===== config.mk =====
export PLATFORM = sky130hd
export DESIGN_NAME = mem_arbiter
export DESIGN_NICKNAME = d
export VERILOG_FILES = /design/src/rtl/mem_arbiter_pkg.sv /design/src/rtl/mem_arbiter_streak_ctr.sv /design/src/rtl/mem_arbiter.sv
export SDC_FILE = /design/constraint.sdc
export NUM_CORES = 1
export LEC_CHECK = 0
export CAP_MARGIN = 10
export CORE_AREA = 8 8 206 208
export DETAILED_ROUTE_END_ITERATION = 16
export DIE_AREA = 0 0 214 216
export DONT_BUFFER_PORTS = 1
export GPL_ROUTABILITY_DRIVEN = 0
export SYNTH_ARGS = -nofsm -noshare
export SYNTH_HDL_FRONTEND = slang
export SYNTH_SLANG_ARGS = --single-unit

===== constraint.sdc =====
create_clock -name clk -period 4.4 [get_ports clk]
set_input_delay 0.88 -clock clk [delete_from_list [all_inputs] [get_ports clk]]
set_output_delay 0.88 -clock clk [all_outputs]
set_load 0.02 [all_outputs]

===== src/rtl/mem_arbiter_pkg.sv =====
// Shared types for the two-requester memory arbiter: FSM state, owner tag and
// the registered memory request bundle.
package mem_arbiter_pkg;

   localparam int ARB_ADDR_W = 64;
   localparam int ARB_DATA_W = 64;

   typedef enum logic [1:0] {
      IDLE  = 2'd0,
      ISSUE = 2'd1,
      WAIT  = 2'd2
   } arb_state_t;

   typedef enum logic {
      OWN_IF = 1'b0,
      OWN_LS = 1'b1
   } owner_t;

   typedef struct packed {
      logic [ARB_ADDR_W-1:0]   addr;
      logic                    wen;
      logic [ARB_DATA_W-1:0]   wdata;
      logic [ARB_DATA_W/8-1:0] wmask;
   } mem_req_t;

endpackage


===== src/rtl/mem_arbiter_streak_ctr.sv =====
// IDLE grant decision: LS wins unless IF has watched MAX_LS_STREAK LS grants
// in a row, in which case IF gets the next slot.
module arb_streak_ctr #(
   parameter int MAX_LS_STREAK = 4
) (
   input  logic clk,
   input  logic rst,
   input  logic i_en,
   input  logic i_if_valid,
   input  logic i_ls_valid,
   output logic o_grant_ls,
   output logic o_grant_if
);

   localparam int               CNT_W   = $clog2(MAX_LS_STREAK + 1);
   localparam logic [CNT_W-1:0] MAX_CNT = CNT_W'(MAX_LS_STREAK);

   logic [CNT_W-1:0] r_streak;
   logic             w_at_max;

   assign w_at_max   = (r_streak == MAX_CNT);
   assign o_grant_ls = i_en & i_ls_valid & ~(i_if_valid & w_at_max);
   assign o_grant_if = i_en & i_if_valid & ~o_grant_ls;

   // Streak only counts LS wins that actually made IF wait.
   always_ff @(posedge clk or negedge rst) begin
      if (!rst) begin
         r_streak <= '0;
      end else if (o_grant_if || (o_grant_ls && !i_if_valid)) begin
         r_streak <= '0;
      end else if (o_grant_ls && !w_at_max) begin
         r_streak <= r_streak + CNT_W'(1);
      end
   end

endmodule


===== src/rtl/mem_arbiter.sv =====
// Shares one memory port between instruction fetch and load/store with one
// transaction outstanding; LS has priority, bounded by a streak limiter.
module mem_arbiter
   import mem_arbiter_pkg::*;
#(
   parameter int ADDR_W        = 64,
   parameter int DATA_W        = 64,
   parameter int MAX_LS_STREAK = 4
) (
   input  logic                clk,
   input  logic                rst,
   input  logic                if_req_valid,
   output logic                if_req_ready,
   input  logic [ADDR_W-1:0]   if_req_addr,
   input  logic                if_flush,
   output logic                if_resp_valid,
   output logic [DATA_W-1:0]   if_resp_data,
   input  logic                ls_req_valid,
   output logic                ls_req_ready,
   input  logic [ADDR_W-1:0]   ls_req_addr,
   input  logic                ls_req_wen,
   input  logic [DATA_W-1:0]   ls_req_wdata,
   input  logic [DATA_W/8-1:0] ls_req_wmask,
   output logic                ls_resp_valid,
   output logic [DATA_W-1:0]   ls_resp_data,
   output logic                mem_req_valid,
   input  logic                mem_req_ready,
   output logic [ADDR_W-1:0]   mem_req_addr,
   output logic                mem_req_wen,
   output logic [DATA_W-1:0]   mem_req_wdata,
   output logic [DATA_W/8-1:0] mem_req_wmask,
   input  logic                mem_resp_valid,
   input  logic [DATA_W-1:0]   mem_resp_data,
   output logic                busy
);

   arb_state_t r_state;
   arb_state_t w_state_nxt;
   owner_t     r_owner;
   logic       r_drop;
   mem_req_t   r_req;

   logic w_idle;
   logic w_grant_ls;
   logic w_grant_if;
   logic w_resp_done;
   logic w_drop_now;

   assign w_idle      = (r_state == IDLE);
   assign w_resp_done = (r_state == WAIT) && mem_resp_valid;
   // A flush landing in the response cycle itself still suppresses it.
   assign w_drop_now  = r_drop || (if_flush && r_owner == OWN_IF);

   arb_streak_ctr #(
      .MAX_LS_STREAK (MAX_LS_STREAK)
   ) u_streak (
      .clk        (clk),
      .rst        (rst),
      .i_en       (w_idle),
      .i_if_valid (if_req_valid),
      .i_ls_valid (ls_req_valid),
      .o_grant_ls (w_grant_ls),
      .o_grant_if (w_grant_if)
   );

   always_ff @(posedge clk or negedge rst) begin
      if (!rst) begin
         r_state <= IDLE;
      end else begin
         r_state <= w_state_nxt;
      end
   end

   always_comb begin
      w_state_nxt = r_state;
      case (r_state)
         IDLE:    if (w_grant_ls || w_grant_if) w_state_nxt = ISSUE;
         ISSUE:   if (mem_req_ready)            w_state_nxt = WAIT;
         WAIT:    if (mem_resp_valid)           w_state_nxt = IDLE;
         default:                               w_state_nxt = IDLE;
      endcase
   end

   // Readies are gated by rst so nothing handshakes while reset is held.
   always_comb begin
      if_req_ready  = 1'b0;
      ls_req_ready  = 1'b0;
      mem_req_valid = 1'b0;
      if_resp_valid = 1'b0;
      ls_resp_valid = 1'b0;
      busy          = 1'b0;
      case (r_state)
         IDLE: begin
            if_req_ready = rst & w_grant_if;
            ls_req_ready = rst & w_grant_ls;
         end
         ISSUE: begin
            mem_req_valid = 1'b1;
            busy          = 1'b1;
         end
         WAIT: begin
            busy          = 1'b1;
            ls_resp_valid = mem_resp_valid && (r_owner == OWN_LS);
            if_resp_valid = mem_resp_valid && (r_owner == OWN_IF) && !w_drop_now;
         end
         default: ;
      endcase
   end

   assign if_resp_data  = if_resp_valid ? mem_resp_data : '0;
   assign ls_resp_data  = ls_resp_valid ? mem_resp_data : '0;
   assign mem_req_addr  = r_req.addr[ADDR_W-1:0];
   assign mem_req_wen   = r_req.wen;
   assign mem_req_wdata = r_req.wdata[DATA_W-1:0];
   assign mem_req_wmask = r_req.wmask[DATA_W/8-1:0];

   always_ff @(posedge clk or negedge rst) begin
      if (!rst) begin
         r_req   <= '0;
         r_owner <= OWN_IF;
         r_drop  <= 1'b0;
      end else begin
         if (w_grant_ls) begin
            r_req.addr  <= ARB_ADDR_W'(ls_req_addr);
            r_req.wen   <= ls_req_wen;
            r_req.wdata <= ARB_DATA_W'(ls_req_wdata);
            r_req.wmask <= (ARB_DATA_W/8)'(ls_req_wmask);
            r_owner     <= OWN_LS;
         end else if (w_grant_if) begin
            r_req.addr  <= ARB_ADDR_W'(if_req_addr);
            r_req.wen   <= 1'b0;
            r_req.wdata <= '0;
            r_req.wmask <= '0;
            r_owner     <= OWN_IF;
         end
         if (w_resp_done) begin
            r_drop <= 1'b0;
         end else if (if_flush && (w_grant_if || (!w_idle && r_owner == OWN_IF))) begin
            r_drop <= 1'b1;
         end
      end
   end

endmodule


# After elaboration in Yosys (flattened, before gate mapping)
# Index checks and enable logic that the tools add are counted.
[word_totals]
reg_bits = 144
input_bits = 272
output_inout_bits = 271
elab_cells = 68
[op_classes]
add_sub_neg = 1
n_eq_ne = 6
n_mux = 20
bitwise_logic = 10
n_reduce_logical = 23
[op_table]
columns = ["cell", "count"]
rows = [
  ["2-to-1 mux 137 bit", 2],
  ["2-to-1 mux 64 bit", 2],
  ["2-to-1 mux 1 bit", 10],
  ["logical AND 1 bit", 9],
  ["AND 1 bit", 7],
  ["2-to-1 mux 2 bit", 3],
  ["2-to-1 mux 3 bit", 2],
  ["inequality test 2 bit, second input constant", 3],
  ["case mux 2 bit (3 select lines)", 1],
  ["nonzero test 2 bit", 3],
  ["zero test 1 bit", 4],
  ["logical OR 1 bit", 4],
  ["adder 3 x 1 -> 3 bit, second input constant", 1],
  ["equality test 3 bit, second input constant", 1],
  ["NOT 1 bit", 3],
  ["AND reduction 3 bit", 1],
  ["equality test 2 x 1 -> 1 bit, second input constant", 1],
  ["equality test 2 bit, second input constant", 1],
  ["zero test 2 bit", 1],
  ["OR reduction 2 bit", 1],
]

# Depth between registers and ports, before layout
[depth]
ltp_word = 10
mapped_depth = 8

# By module
# Synthesis repeated with hierarchy kept, for this count alone.
[hier_totals]
hier_cells = 631
area_unflattened_um2 = 6796.5
[by_module_without_submodules]
columns = ["mod", "instances", "cells_each", "area_per_inst_um2", "seq_area_each_um2"]
rows = [
  ["mem_arbiter", 1, 608, 6605.1, 3528.4],
  ["arb_streak_ctr", 1, 23, 191.4, 75.1],
]

# Worst setup path before layout
# No wires, ideal clock.
[synth_timing]
kind = "in2out"
from = "input ls_req_valid"
to = "output if_req_ready"
t_arrival_ps = 1888
slack_ps = 1632
cell_stages = 7
path_cell_list = "buf_2 nand2_1 buf_6 nor2_8 buf_6 buf_6 nor3b_2"
[synth_between]
elab_chain_cells = 6
[synth_lines]
columns = ["element", "line", "rtl"]
rows = [
  ["start, declared", "mem_arbiter.sv:18", "input logic ls_req_valid,"],
  ["AND 1 bit (2 in a row)", "mem_arbiter_streak_ctr.sv:22", "assign o_grant_ls = i_en & i_ls_valid & ~(i_if_valid & w_at_max);"],
  ["NOT 1 bit", "mem_arbiter_streak_ctr.sv:23", "assign o_grant_if = i_en & i_if_valid & ~o_grant_ls;"],
  ["AND 1 bit", "mem_arbiter_streak_ctr.sv:23", ""],
  ["AND 1 bit", "mem_arbiter.sv:94", "if_req_ready = rst & w_grant_if;"],
  ["2-to-1 mux 1 bit", "mem_arbiter.sv:92", "case (r_state)"],
  ["end, declared", "mem_arbiter.sv:13", "output logic if_req_ready,"],
]
# No other way between the ends.

# Final worst setup path
[layout_timing]
from = "register u_streak.r_streak[0]"
to = "output if_req_ready"
[layout_between]
elab_chain_cells = 8
[layout_lines]
columns = ["element", "line", "rtl"]
rows = [
  ["start, declared", "mem_arbiter_streak_ctr.sv:18", "logic [CNT_W-1:0] r_streak;"],
  ["start signal, assigned", "mem_arbiter_streak_ctr.sv:32", "r_streak <= r_streak + CNT_W'(1);"],
  ["equality test 3 bit", "mem_arbiter_streak_ctr.sv:21", "assign w_at_max = (r_streak == MAX_CNT);"],
  ["AND 1 bit", "mem_arbiter_streak_ctr.sv:22", ""],
  ["NOT 1 bit", "mem_arbiter_streak_ctr.sv:22", ""],
  ["AND 1 bit", "mem_arbiter_streak_ctr.sv:22", ""],
  ["NOT 1 bit", "mem_arbiter_streak_ctr.sv:23", ""],
  ["AND 1 bit", "mem_arbiter_streak_ctr.sv:23", ""],
  ["AND 1 bit", "mem_arbiter.sv:94", ""],
  ["2-to-1 mux 1 bit", "mem_arbiter.sv:92", ""],
]
# No other way between the ends.

==> impl_metrics.csv <==
group,metric,value,unit
status,outcome,"complete, no violations",
floorplan,core_area,39180,µm²
critical_path,r2r_slack,1.55,ns
sta,slew_headroom,23.28,%
layout,regArea,3603,µm²
global_route,grt_max_degree,147,
logic_synthesis,synth_cells,725,
detailed_routing,wl_per_cell,24.24,µm
logic_synthesis,synth-seq-cells,144,
logic_synthesis,synth_area,7227,µm²
clock_network,cts_tree,"yes",
critical_path,worstSetupStartpointType,"register",
clock_network,cts-root-buf,"clkbuf_16",
logic_synthesis,synth_warnings,0,
place,place_ws,1.453,ns
logic_synthesis,synth_area_leaders,"dfrtp_1, and2_1, a22o_1, a41oi_1, a21oi_1",
clock_network,holdBufCountCts,0,
clock_network,clkLatencyLatePin,0.43,ns
logic_synthesis,synthSimpleGateAreaFrac,16.14,%
clock_network,cts_setup_buffers,0,
sta,tightest_slew,1.151,ns
layout,nFillCells,4268,
detailed_routing,dr.pass1.iters,5,
logic_synthesis,synth_fa_ha_area_share,0.8657,%
logic_synthesis,async_flop_share,100.0,%
floorplan,rows,73,
critical_path,reg2reg_from,"r_state[1]$_DFFE_PN0P_",
critical_path,reg2reg_depth,6,
place,dpl.hpwl,22020,µm
floorplan,die_y,216,µm
hold_path,hp-class,"in -> async",
logic_synthesis,synth_top_cells_by_count,"dfrtp_1, and2_1, a22o_1",
sta,final-max-slew-violation-count,0,
logic_synthesis,synth_top_cell_area_share,49.86,%
logic_synthesis,seq_area_frac_synth,49.86,%
detailed_routing,drc,0,
logic_synthesis,yosysUniqueCellTypes,36,
detailed_routing,num_vias,5896,
logic_synthesis,synthMuxAreaShare,0.1558,%
clock_network,cts_resized,0,
critical_path,cp-end-kind,"output pin",
layout,final_layout_size_suffix_gt1_share,6.881,%
sta,final_period_minus_worst_setup_slack,3.195,ns
power,leakagePower,3.263,nW
global_route,grt_pass1_vias,5941,
place,port_buffers,0,
global_route,antenna_found_initial,8,
detailed_routing,wirelength,29500,µm
sta,setup_slack,1.205,ns
logic_synthesis,synth_area_leader_cell,"dfrtp_1",
clock_network,path_clk_slew,0.06,ns
power,ir_drop,387.1,µV
clock_network,cts.sinks,144,
floorplan,dieWidth,214,µm
logic_synthesis,synth_compound_area_share,26.78,%
layout,fin_nets,948,
floorplan,pin_count,543,
flow_run,max_cap_viol_count,0,
detailed_routing,viasPerCell,4.845,
critical_path,worstPathMaxFanout,65,
clock_network,clk_path_buf_depth,2,
clock_network,htreeDepth,4,
power,powerDensity,801.0,nW/µm²
logic_synthesis,ys_dominant_reg_cell,"dfrtp_1",
logic_synthesis,synth_edf_count,0,
global_route,grt_usage,11.92,%
detailed_routing,drt_iter0_drc,495,
sta,rsz0062_at_grt,"false",
logic_synthesis,avgSynthCellArea,9.968,µm²
global_route,grt_first_pass_wirelength,42180,µm
detailed_routing,ant_nets,0,
critical_path,timing.rr.end,"mem_req_addr[56]$_DFFE_PN0P_",
layout,area_growth,13.30,%
critical_path,cp_data_required_time,3.52,ns
critical_path,critPathArrivalTime,2.32,ns
layout,multi_input_area,3201,µm²
logic_synthesis,synthXorXnorAreaFrac,0,%
sta,setup_viol,0,
floorplan,dieArea,46220,µm²
logic_synthesis,yosys.cell_count.top_type,"dfrtp_1",
floorplan,start_util,18.44,%
sta,period_share,72.62,%
critical_path,worst-setup-path-type,"reg -> out",
global_route,grt_remaining_overflow,0,
sta,skew,0.01200,ns
sta,hold_viol,0,
logic_synthesis,synth_nets,1002,
sta,fmax,0.3130,GHz
clock_network,numCtsBuffers,17,
sta,fin_tns_setup,0,ns
logic_synthesis,synth_top_family_by_area,"compound AO/OA/AOI/OAI gates",
==> final cells by class <==
cell class	instances	area share, %
clock buffer	22	5.669
multi-input combinational	494	39.09
clock inverter	9	1.925
sequential	144	44.01
tap	525	8.023
timing repair buffer	8	0.7335
inverter	6	0.2751
antenna	9	0.2751
==> cells by family (layout without fill, tap and decap cells) <==
family,Yosys count,after routing
AO/OA/AOI/OAI,278,278
multiplexers,1,1
other,0,9
buffers and inverters,87,45
adder cells (fa/ha/maj),5,5
AND/OR/NAND/NOR,210,210
flip-flops,144,144
==> flip-flops by register name (all words and copies together) (netlist names) <==
name	cells
mem_req_addr	64
mem_req_wdata	64
mem_req_wmask	8
u_streak.r_streak	3
r_state	2
mem_req_wen	1
r_drop	1
r_owner	1
==> stage by stage <==
stage	utilization [%]	area, µm²	power (mW)	hold WS, ns	std cells
6_report	20.90	8188	6.559	0.1476	1217
5_1_grt	20.86	8175	6.972	0.09544	1212
4_1_cts	20.84	8165	6.695	0.1001	1208
3_5_place_dp	19.25	7543	5.069	0.5266	1177
3_3_place_gp	19.25	7543	5.004	0.5025	1177
2_1_floorplan	-	7227	4.535	0.4778	725
==> power breakdown <==
group	switching, mW	leakage [nW]	internal (mW)
combinational	1.12	1.23	0.719
clock	0.589	0.296	0.978
sequential	1.22	1.74	1.92
total	2.94	3.26	3.62
==> worst max-delay path by stage <==
stage	startpoint	cells past startpoint	end	slack (ns)
floorplan	ls_req_valid	7	if_req_ready	1.63
global placement	if_req_valid	3	if_req_ready	1.46
detailed placement	if_req_valid	3	if_req_ready	1.45
CTS	u_streak.r_streak[0]$_DFFE_PN0P_	5	if_req_ready	1.12
global route	u_streak.r_streak[0]$_DFFE_PN0P_	5	if_req_ready	1.01
finish	u_streak.r_streak[0]$_DFFE_PN0P_	5	if_req_ready	1.20
==> per-layer routing <==
metal	global-route usage, %	wire [µm]	share of wire, %
met1	13.41	11240	38
met2	18.80	14160	48
met3	6.755	3513	12
met4	4.050	541	1.8
met5	0	43	0.15
==> worst max-delay path, cell delays in order, from the launching register on <==
cell	delay, ns
dfrtp_1	0.38
inv_1	0.10
ha_1	0.23
and3_4	0.66
nor2_8	0.11
nor3b_2	0.41
==> placed cells by master (no fill, tap or decap), types with 2 or more instances in the layout <==
cell type,count
a21oi_1,66
a22o_1,73
a41oi_1,64
and2_1,129
buf_4,8
bufinv_16,4
clkbuf_1,3
clkbuf_16,17
clkbuf_8,2
clkinv_4,2
clkinvlp_4,2
dfrtp_1,144
diode_2,9
ha_1,4
inv_1,6
nand2_1,4
nor2_1,66
nor3b_1,2
o21ai_0,64
(Power assumes the default switching activity.)
